## src/rtl/irq_controller.sv

```systemverilog
// Parametrised interrupt controller / CP0 slice: edge capture, masking, priority, vector and EPC.
// Define NESTED_IRQ_EN to turn the single EPC register into a NEST_DEPTH-entry {epc, id} stack.
module irq_controller #(
  parameter int unsigned N_IRQ      = 3,
  parameter logic [31:0] VEC_BASE   = 32'h0000_0000,
  parameter logic [31:0] VEC_STRIDE = 32'h0000_0010,
  parameter int unsigned NEST_DEPTH = 4
) (
  input  logic             clk,
  input  logic             rst_n,
  input  logic [N_IRQ-1:0] irq_in,
  input  logic [31:0]      pc_next,
  input  logic             eret,
  input  logic             mask_we,
  input  logic [N_IRQ-1:0] mask_wdata,
  input  logic             ie_we,
  input  logic             ie_wdata,
  output logic             irq_take,
  output logic [31:0]      irq_vector,
  output logic [31:0]      epc_out,
  output logic             eret_valid,
  output logic [4:0]       active_id,
  output logic             in_isr,
  output logic [N_IRQ-1:0] pending_out,
  output logic [N_IRQ-1:0] mask_out,
  output logic             ie_out
);

`ifdef NESTED_IRQ_EN
  localparam int unsigned DEPTH = NEST_DEPTH;
`else
  // Single EPC register; NEST_DEPTH only sizes the nested stack.
  localparam int unsigned DEPTH = (NEST_DEPTH != 0) ? 1 : 1;
`endif
  localparam int unsigned DW = $clog2(DEPTH + 1);

  logic [N_IRQ-1:0] irq_prev_q, pending_q, pending_d, mask_q, elig, clr;
  logic             ie_q, ie_d, slot_ok;
  logic [DW-1:0]    depth_q, depth_d;
  logic [31:0]      epc_q [DEPTH];
  logic [4:0]       id_q  [DEPTH];
  logic [4:0]       id_w, top_id;
  logic [31:0]      top_epc;

  assign elig = pending_q & ~mask_q;

  // NOTE: every variable gets a default at the top of always_comb so no latch is inferred.
  always_comb begin
    id_w = '0;
    for (int k = 0; k < int'(N_IRQ); k++)
      if (elig[k]) id_w = 5'(k);
  end

  // Top of stack: entry depth-1, or zeros when nothing is being serviced.
  always_comb begin
    top_id  = '0;
    top_epc = '0;
    for (int i = 0; i < int'(DEPTH); i++)
      if (int'(depth_q) == i + 1) begin
        top_id  = id_q[i];
        top_epc = epc_q[i];
      end
  end

`ifdef NESTED_IRQ_EN
  assign slot_ok = (depth_q == '0) || ((id_w > top_id) && (int'(depth_q) < int'(DEPTH)));
  assign epc_out = top_epc;
`else
  assign slot_ok = (depth_q == '0);
  assign epc_out = epc_q[0];
`endif

  assign irq_take   = ie_q & (|elig) & ~eret & slot_ok;
  assign eret_valid = eret & (depth_q != '0);
  assign irq_vector = irq_take ? (VEC_BASE + 32'(id_w) * VEC_STRIDE) : 32'h0;
  assign active_id  = top_id;
  assign in_isr     = (depth_q != '0);
  assign pending_out = pending_q;
  assign mask_out    = mask_q;
  assign ie_out      = ie_q;

  always_comb begin
    clr = '0;
    for (int k = 0; k < int'(N_IRQ); k++)
      clr[k] = irq_take && (id_w == 5'(k));
    // A fresh edge on the line being taken re-pends it: set wins over clear.
    pending_d = (pending_q & ~clr) | (irq_in & ~irq_prev_q);

    depth_d = depth_q;
    if (irq_take)        depth_d = depth_q + DW'(1);
    else if (eret_valid) depth_d = depth_q - DW'(1);

    ie_d = ie_q;
`ifndef NESTED_IRQ_EN
    if (irq_take)        ie_d = 1'b0;
    else if (eret_valid) ie_d = 1'b1;
`endif
    if (ie_we) ie_d = ie_wdata;
  end

  // NOTE: sequential state uses non-blocking assignments only, so every register samples pre-edge values.
  always_ff @(posedge clk or negedge rst_n) begin
    if (!rst_n) begin
      irq_prev_q <= '0;
      pending_q  <= '0;
      mask_q     <= '0;
      ie_q       <= 1'b1;
      depth_q    <= '0;
      // NOTE: the EPC stack is reset on purpose; it is small and epc_out must read 0 out of reset.
      for (int i = 0; i < int'(DEPTH); i++) begin
        epc_q[i] <= '0;
        id_q[i]  <= '0;
      end
    end else begin
      irq_prev_q <= irq_in;
      pending_q  <= pending_d;
      ie_q       <= ie_d;
      depth_q    <= depth_d;
      if (mask_we) mask_q <= mask_wdata;
      for (int i = 0; i < int'(DEPTH); i++)
        if (irq_take && (int'(depth_q) == i)) begin
          epc_q[i] <= pc_next;
          id_q[i]  <= id_w;
        end
    end
  end

endmodule
```

## config.mk

```make
export PLATFORM = sky130hd
export DESIGN_NAME = irq_controller
export DESIGN_NICKNAME = d
export VERILOG_FILES = /design/src/rtl/irq_controller.sv
export SDC_FILE = /design/constraint.sdc
export NUM_CORES = 1
export LEC_CHECK = 0
export CAP_MARGIN = 20
export CORE_MARGIN = 2
export CORE_UTILIZATION = 37
export DETAILED_ROUTE_END_ITERATION = 16
export PLACE_DENSITY = 0.76
export SYNTH_ARGS = -nofsm -noshare
export SYNTH_HDL_FRONTEND = slang
export SYNTH_SLANG_ARGS = --single-unit
```

## constraint.sdc

```tcl
create_clock -name clk -period 2.6 [get_ports clk]
set_input_delay 0.78 -clock clk [delete_from_list [all_inputs] [get_ports clk]]
set_output_delay 0.78 -clock clk [all_outputs]
set_load 0.01 [all_outputs]
```

==> flow_summary.json, run 1 <==
{
  "status": "finished clean",
  "ys_top_cells_by_count": "44 x dfrtp_1, 34 x mux2_2, 33 x buf_4, 6 x inv_1",
  "cts_sinks": 45,
  "die_w_um": 77.9,
  "crit_type": "input pin to output port",
  "worstPathRequired_ns": 1.82,
  "fin_util_pct": 57.5,
  "drc_errors": 0,
  "numCtsBuffers": 5,
  "fin_crit_ns": 2.48,
  "pin_count": 123,
  "dr.pass1.iters": 4,
  "yosysTopAreaCellShare_pct": 54.6,
  "ys_seq_elements": 45,
  "slew_violations": 0,
  "rows": 26,
  "async_reset_ff_share_pct": 100,
  "grt_pass1_vias": 1411,
  "cts_root_buffer": "clkbuf_8",
  "relSlewSlack_pct": 45.7,
  "p_sw_share_pct": 28.2,
  "drive_gt1_share_pct": 23.1,
  "totalWireLength_um": 4250,
  "drv_cap": 0,
  "num_vias": 1386,
  "rsz0062_at_grt": "no",
  "area_growth_pct": 47.2,
  "ant_nets": 0,
  "r2r_slack_ns": 0.54,
  "die_h_um": 77.9,
  "htreeDepth": 2,
  "rr_worst_depth": 4,
  "clk_latency_ns": 0.29,
  "antennaDiodeCount": 0,
  "rr_endpoint": "epc_out[20]",
  "start_util_pct": 39.0,
  "cts_tree": "done",
  "cp_data_arrival_time_ns": 1.70,
  "nFillCells": 454,
  "syn_area_per_cell_um2": 13.4,
  "irDropWorstVdd_mv": 0.450,
  "finalHoldViolCount": 0,
  "dieArea_um2": 6060,
  "antenna_found_initial": 0,
  "end_kind": "output port",
  "synth_top_area_cell": "dfrtp_1",
  "synth_area_leaders": "dfrtp_1 55%, mux2_2 19%, buf_4 12%",
  "crit_chain": "clkbuf_2 -> or3b_4 -> nand2b_4 -> nor2_2 -> buf_2",
  "gp_congestion": 0.800,
  "power_mw": 2.43,
  "synthMuxAreaShare_pct": 19.5,
  "post_drt_via_cell_ratio": 4.32,
  "seqPwrFrac_pct": 42.4,
  "p_per_area_nw_per_um2": 818,
  "synthMostInstantiatedCell": "dfrtp_1",
  "r2r-start": "ie_out",
  "synth_compound_area_share_pct": 5.33,
  "synth_edf_count": 0,
  "switchingPower_mw": 0.685,
  "fmax_ghz": 0.404,
  "nets": 294,
  "worstMarginPinSlew_ns": 0.814,
  "yosys_warnings": 0,
  "synth_top_family_by_area": "multiplexers",
  "drt_iter0_markers": 44,
  "p_int_mw": 1.75,
  "place_ws_ns": -0.692,
  "coreArea_um2": 5170,
  "grt_max_degree": 38,
  "clockBufferDepth": 2,
  "synthXorXnorAreaFrac_pct": 0,
  "max_stage_delay_ns": 0.42,
  "port_buffers": 89,
  "ys_seq_area_share_pct": 55.9,
  "post_drt_wl_per_cell_um": 13.2,
  "setup_ws_ns": 0.124,
  "slowest_stage": "or3b_4",
  "grt_overflow_total": 0,
  "cp-start-kind": "input pin",
  "yosysUniqueCellTypes": 24,
  "clk_pin_slew_ns": 0.08,
  "synthFlopType": "dfrtp_1",
  "hold_start": "irq_prev_q[2]",
  "synth_area_um2": 2020,
  "skew_ns": 0.00806,
  "holdPathStages": 1,
  "clkPwrFrac_pct": 18.2,
  "hold_ws_ns": 0.416,
  "worst_hold_path_type": "flip-flop to flip-flop",
  "synthAdderAreaFrac_pct": 0,
  "crit_fanout": 5,
  "hpwl_um": 3190,
  "netlist_instances": 151,
  "min_to": "pending_out[2]",
  "post-route-period-util_pct": 95.2,
  "ctsHoldBuffers": 0,
  "yosys.area_share.simple_pct": 3.78,
  "setup_viol": 0,
  "p_leak_nw": 1.29,
  "combPwrFrac_pct": 39.4,
  "grt_usage_pct": 14.5,
  "grt_pass1_wl_um": 6840
}
[how the worst max path moves through the flow]
| stage | startpoint | endpoint | slack, ns | depth (start not counted) |
|---|---|---|---|---|
| 2_1_floorplan | eret | irq_take | 0.1 | 4 |
| 3_3_place_gp | eret | irq_vector[4] | -0.66 | 5 |
| 3_5_place_dp | eret | irq_vector[4] | -0.69 | 5 |
| 4_1_cts | eret | irq_vector[4] | -0.02 | 5 |
| 5_1_grt | eret | irq_vector[4] | 0.07 | 5 |
| 6_report | eret | irq_vector[4] | 0.12 | 5 |
[layout by cell type (no fill, tap or decap)]
master           netlist  layout
a311oi_1               1       1
clkdlybuf4s15_1        0       1
o41ai_1                1       1
mux2_1                 1       1
o21ba_2                1       1
dfrtp_1               44      44
or3b_4                 0       1
clkbuf_8               0       6
dfstp_2                1       1
clkdlybuf4s50_1        0      83
nor2b_1                2       2
inv_1                  6       6
nand2b_1               4       3
dlygate4sd2_1          0       1
nor2_1                 2       1
a31oi_4                1       1
o22ai_1                2       2
nor2_2                 0       1
clkbuf_2               0       1
and2_1                 3       3
a21oi_1                1       1
conb_1                 1      33
nand2b_4               0       1
clkbuf_1               0       2
o31ai_1                2       2
a31oi_1                1       1
buf_4                 33       8
o21ai_0                4       4
nand2_1                1       1
buf_2                  1       3
mux2_2                34      34
[per-stage QoR]
step / TNS [ns] / area (um^2) / std cells
4_1_cts: -0.0220 / 2970 / 321
3_3_place_gp: -7.32 / 2890 / 313
6_report: 0 / 2970 / 321
5_1_grt: 0 / 2970 / 321
2_1_floorplan: 0 / 2140 / 183
3_5_place_dp: -8.06 / 2890 / 313
[per-layer routing]
layer,track usage (%),wire [um]
met2,25.2,2210
met5,0,0
met1,16.4,1680
met4,4.82,56
met3,5.23,304
[registers in the layout, summed over array words and instances (netlist names)]
name,cells
pending_out,3
in_isr,1
ie_out,1
mask_out,3
id_q,2
irq_prev_q,3
epc_out,32
[power by group through the flow]
| stage | clock (mW) | sequential, mW | combinational (mW) |
|---|---|---|---|
| 2_1_floorplan | 0 | 1.15 | 0.319 |
| 3_3_place_gp | 0 | 1.04 | 0.954 |
| 3_5_place_dp | 0 | 1.05 | 0.966 |
| 4_1_cts | 0.462 | 1.04 | 0.970 |
| 5_1_grt | 0.498 | 1.06 | 1.02 |
| 6_report | 0.442 | 1.03 | 0.958 |
[repair_timing]
| item | 4_1_cts | 5_1_grt |
|---|---|---|
| setup buffers | 0 | 0 |
| pin swaps | 1 | 2 |
| gates resized for setup | 14 | 3 |
| setup endpoints to repair | 4 | 2 |
| hold endpoints to repair | 0 | 0 |
[kinds of logic (layout without fill, tap and decap cells)]
family / Yosys count / count (layout)
AO/OA/AOI/OAI: 14 / 14
buffers and inverters: 43 / 111
flip-flops: 45 / 45
multiplexers: 35 / 35
other: 1 / 33
AND/OR/NAND/NOR: 13 / 13
[worst max-delay path, delay by kind of cell]
kind / cells / cell delay [ns]
buffers and inverters: 2 / 0.24
AND/OR/NAND/NOR: 3 / 0.69
[area by class of cell]
| type | instances | area, um^2 | area share, % |
|---|---|---|---|
| tap | 70 | 87.6 | 2.95 |
| sequential | 45 | 1130 | 37.9 |
| clock buffer | 8 | 90.1 | 3.03 |
| inverter | 6 | 22.5 | 0.758 |
| multi-input combinational | 95 | 714 | 24.0 |
| timing repair buffer | 97 | 930 | 31.3 |
Power figures use the tool's default switching activity.
==> run 2: changes to the inputs <==
- CTS_CLUSTER_SIZE: default -> 10
- SETUP_SLACK_MARGIN: default -> 0.15
==> run 2 against run 1 <==
Final area up 0.80%. Sequential share of layout area decreased by 0.30 points. Core utilization rose by 0.46 points. Sequential power about the same. Register-to-register slack got worse by 0.05 ns.
==> flow_summary.json, run 2 (synthesis results as in run 1) <==
{
  "grt_overflow_total": 0,
  "power_mw": 2.47,
  "fin_crit_ns": 2.44,
  "clk_pin_slew_ns": 0.09,
  "cts_tree": "done",
  "gp_congestion": 0.776,
  "finalHoldViolCount": 0,
  "antenna_found_initial": 0,
  "p_leak_nw": 1.31,
  "cp_data_arrival_time_ns": 1.66,
  "max_stage_delay_ns": 0.41,
  "grt_usage_pct": 14.4,
  "ctsHoldBuffers": 0,
  "worstMarginPinSlew_ns": 0.567,
  "num_vias": 1388,
  "nets": 295,
  "htreeDepth": 2,
  "die_h_um": 77.9,
  "skew_ns": 0.0100,
  "cp.buffers_inverters": 2,
  "totalWireLength_um": 4330,
  "status": "finished clean",
  "drt_iter0_markers": 32,
  "port_buffers": 89,
  "largest_reg_flops": 32,
  "rows": 26,
  "hpwl_um": 3130,
  "crit_fanout": 4,
  "stdcell_count": 322,
  "cp-start-kind": "input pin",
  "antennaDiodeCount": 0,
  "cts_sinks": 45,
  "grt_pass1_vias": 1348,
  "drv_cap": 0,
  "relSlewSlack_pct": 62.2,
  "dp_cells": 312,
  "end_kind": "output port",
  "area_growth_pct": 48.4,
  "layout_commonest_cell": "clkdlybuf4s50_1",
  "fmax_ghz": 0.410,
  "post_drt_wl_per_cell_um": 13.5,
  "layout_common_cells": "83 x clkdlybuf4s50_1, 44 x dfrtp_1, 34 x mux2_2",
  "crit_type": "input pin to output port",
  "start_util_pct": 39.0,
  "crit_chain": "buf_6 -> or3b_4 -> nand2b_4 -> nor2_2 -> buf_2",
  "slowest_stage": "or3b_4",
  "clk_latency_ns": 0.29,
  "dieArea_um2": 6060,
  "pin_count": 123,
  "clockBufferDepth": 2,
  "cpLargestDelayFamily": "simple AND/OR/NAND/NOR gates",
  "slew_violations": 0,
  "grt_max_degree": 46,
  "worst_hold_path_type": "flip-flop to flip-flop",
  "ant_nets": 0,
  "cts_root_buffer": "clkbuf_8",
  "numCtsBuffers": 5,
  "drc_errors": 0,
  "grt_pass1_wl_um": 6760,
  "dr.pass1.iters": 3,
  "drive_gt1_share_pct": 24.6,
  "setup_viol": 0,
  "p_per_area_nw_per_um2": 824,
  "post_drt_via_cell_ratio": 4.31,
  "worstPathRequired_ns": 1.82,
  "die_w_um": 77.9,
  "post-route-period-util_pct": 93.7,
  "coreArea_um2": 5170,
  "rsz0062_at_grt": "yes",
  "irDropWorstVdd_mv": 0.410
}
==> run 2: cell types whose count changed in the layout (fill, tap and decap cells not counted) <==
cell	previous run	this run
buf_2	3	4
buf_6	0	2
clkbuf_1	2	0
clkbuf_2	1	0
clkbuf_8	6	7
clkdlybuf4s15_1	1	0
clkinv_2	0	1
==> run 2: cell type report <==
cell class / count / area (um^2)
multi-input combinational: 95 / 714
inverter: 6 / 22.5
timing repair buffer: 98 / 942
clock inverter: 1 / 5.00
tap: 70 / 87.6
sequential: 45 / 1130
clock buffer: 7 / 96.3
fill: 461 / 2180
==> run 2: worst reg2reg max path, stage by stage, from the launching register on <==
cell and delay, ns:
dfstp_2 0.55, or3b_4 0.42, a31oi_4 0.18, buf_4 0.42
mux2_2 0.42
==> run 2: power by group <==
part / internal, mW / leakage [nW] / switching (mW)
Clock: 0.240 / 0.0542 / 0.230
Sequential: 0.924 / 0.526 / 0.112
Combinational: 0.609 / 0.732 / 0.352
==> run 2: per-layer routing <==
metal	share of wire, %	track usage [%]	up-vias
met5	0	0	-
met4	0.28	3.75	0
met3	6.2	4.88	2
met2	51	23.4	59
met1	43	18.5	685
li1	-	-	642
==> run 2: path summary, 6_finish.rpt <==
check | from | endpoint | slack (ns) | cells after the start
min in group asynchronous | rst_n | epc_out[20] | 0.57 | 2
max | eret | irq_vector[4] | 0.16 | 5
max in group asynchronous | rst_n | epc_out[7] | 1.65 | 2
min | irq_prev_q[2] | pending_out[2] | 0.43 | 1
min reg2reg | irq_prev_q[2] | pending_out[2] | 0.43 | 1
max reg2reg | ie_out | epc_out[4] | 0.49 | 4
==> run 2: what timing repair did <==
item,in CTS,in global routing
setup buffers,0,2
setup endpoints to repair,36,2
resized for setup,20,2
pin swaps,1,1
==> run 2: stage by stage <==
stage	utilization, %	hold WS (ns)	area (um^2)	setup TNS, ns	worst slack, ns
floorplan	-	0.400	2140	0	0.0965
global placement	55.6	0.405	2880	-6.89	-0.642
detailed placement	55.6	0.416	2880	-9.19	-0.674
CTS	57.5	0.429	2970	0	0.146
global route	57.9	0.442	3000	0	0.123
finish	57.9	0.426	3000	0	0.163
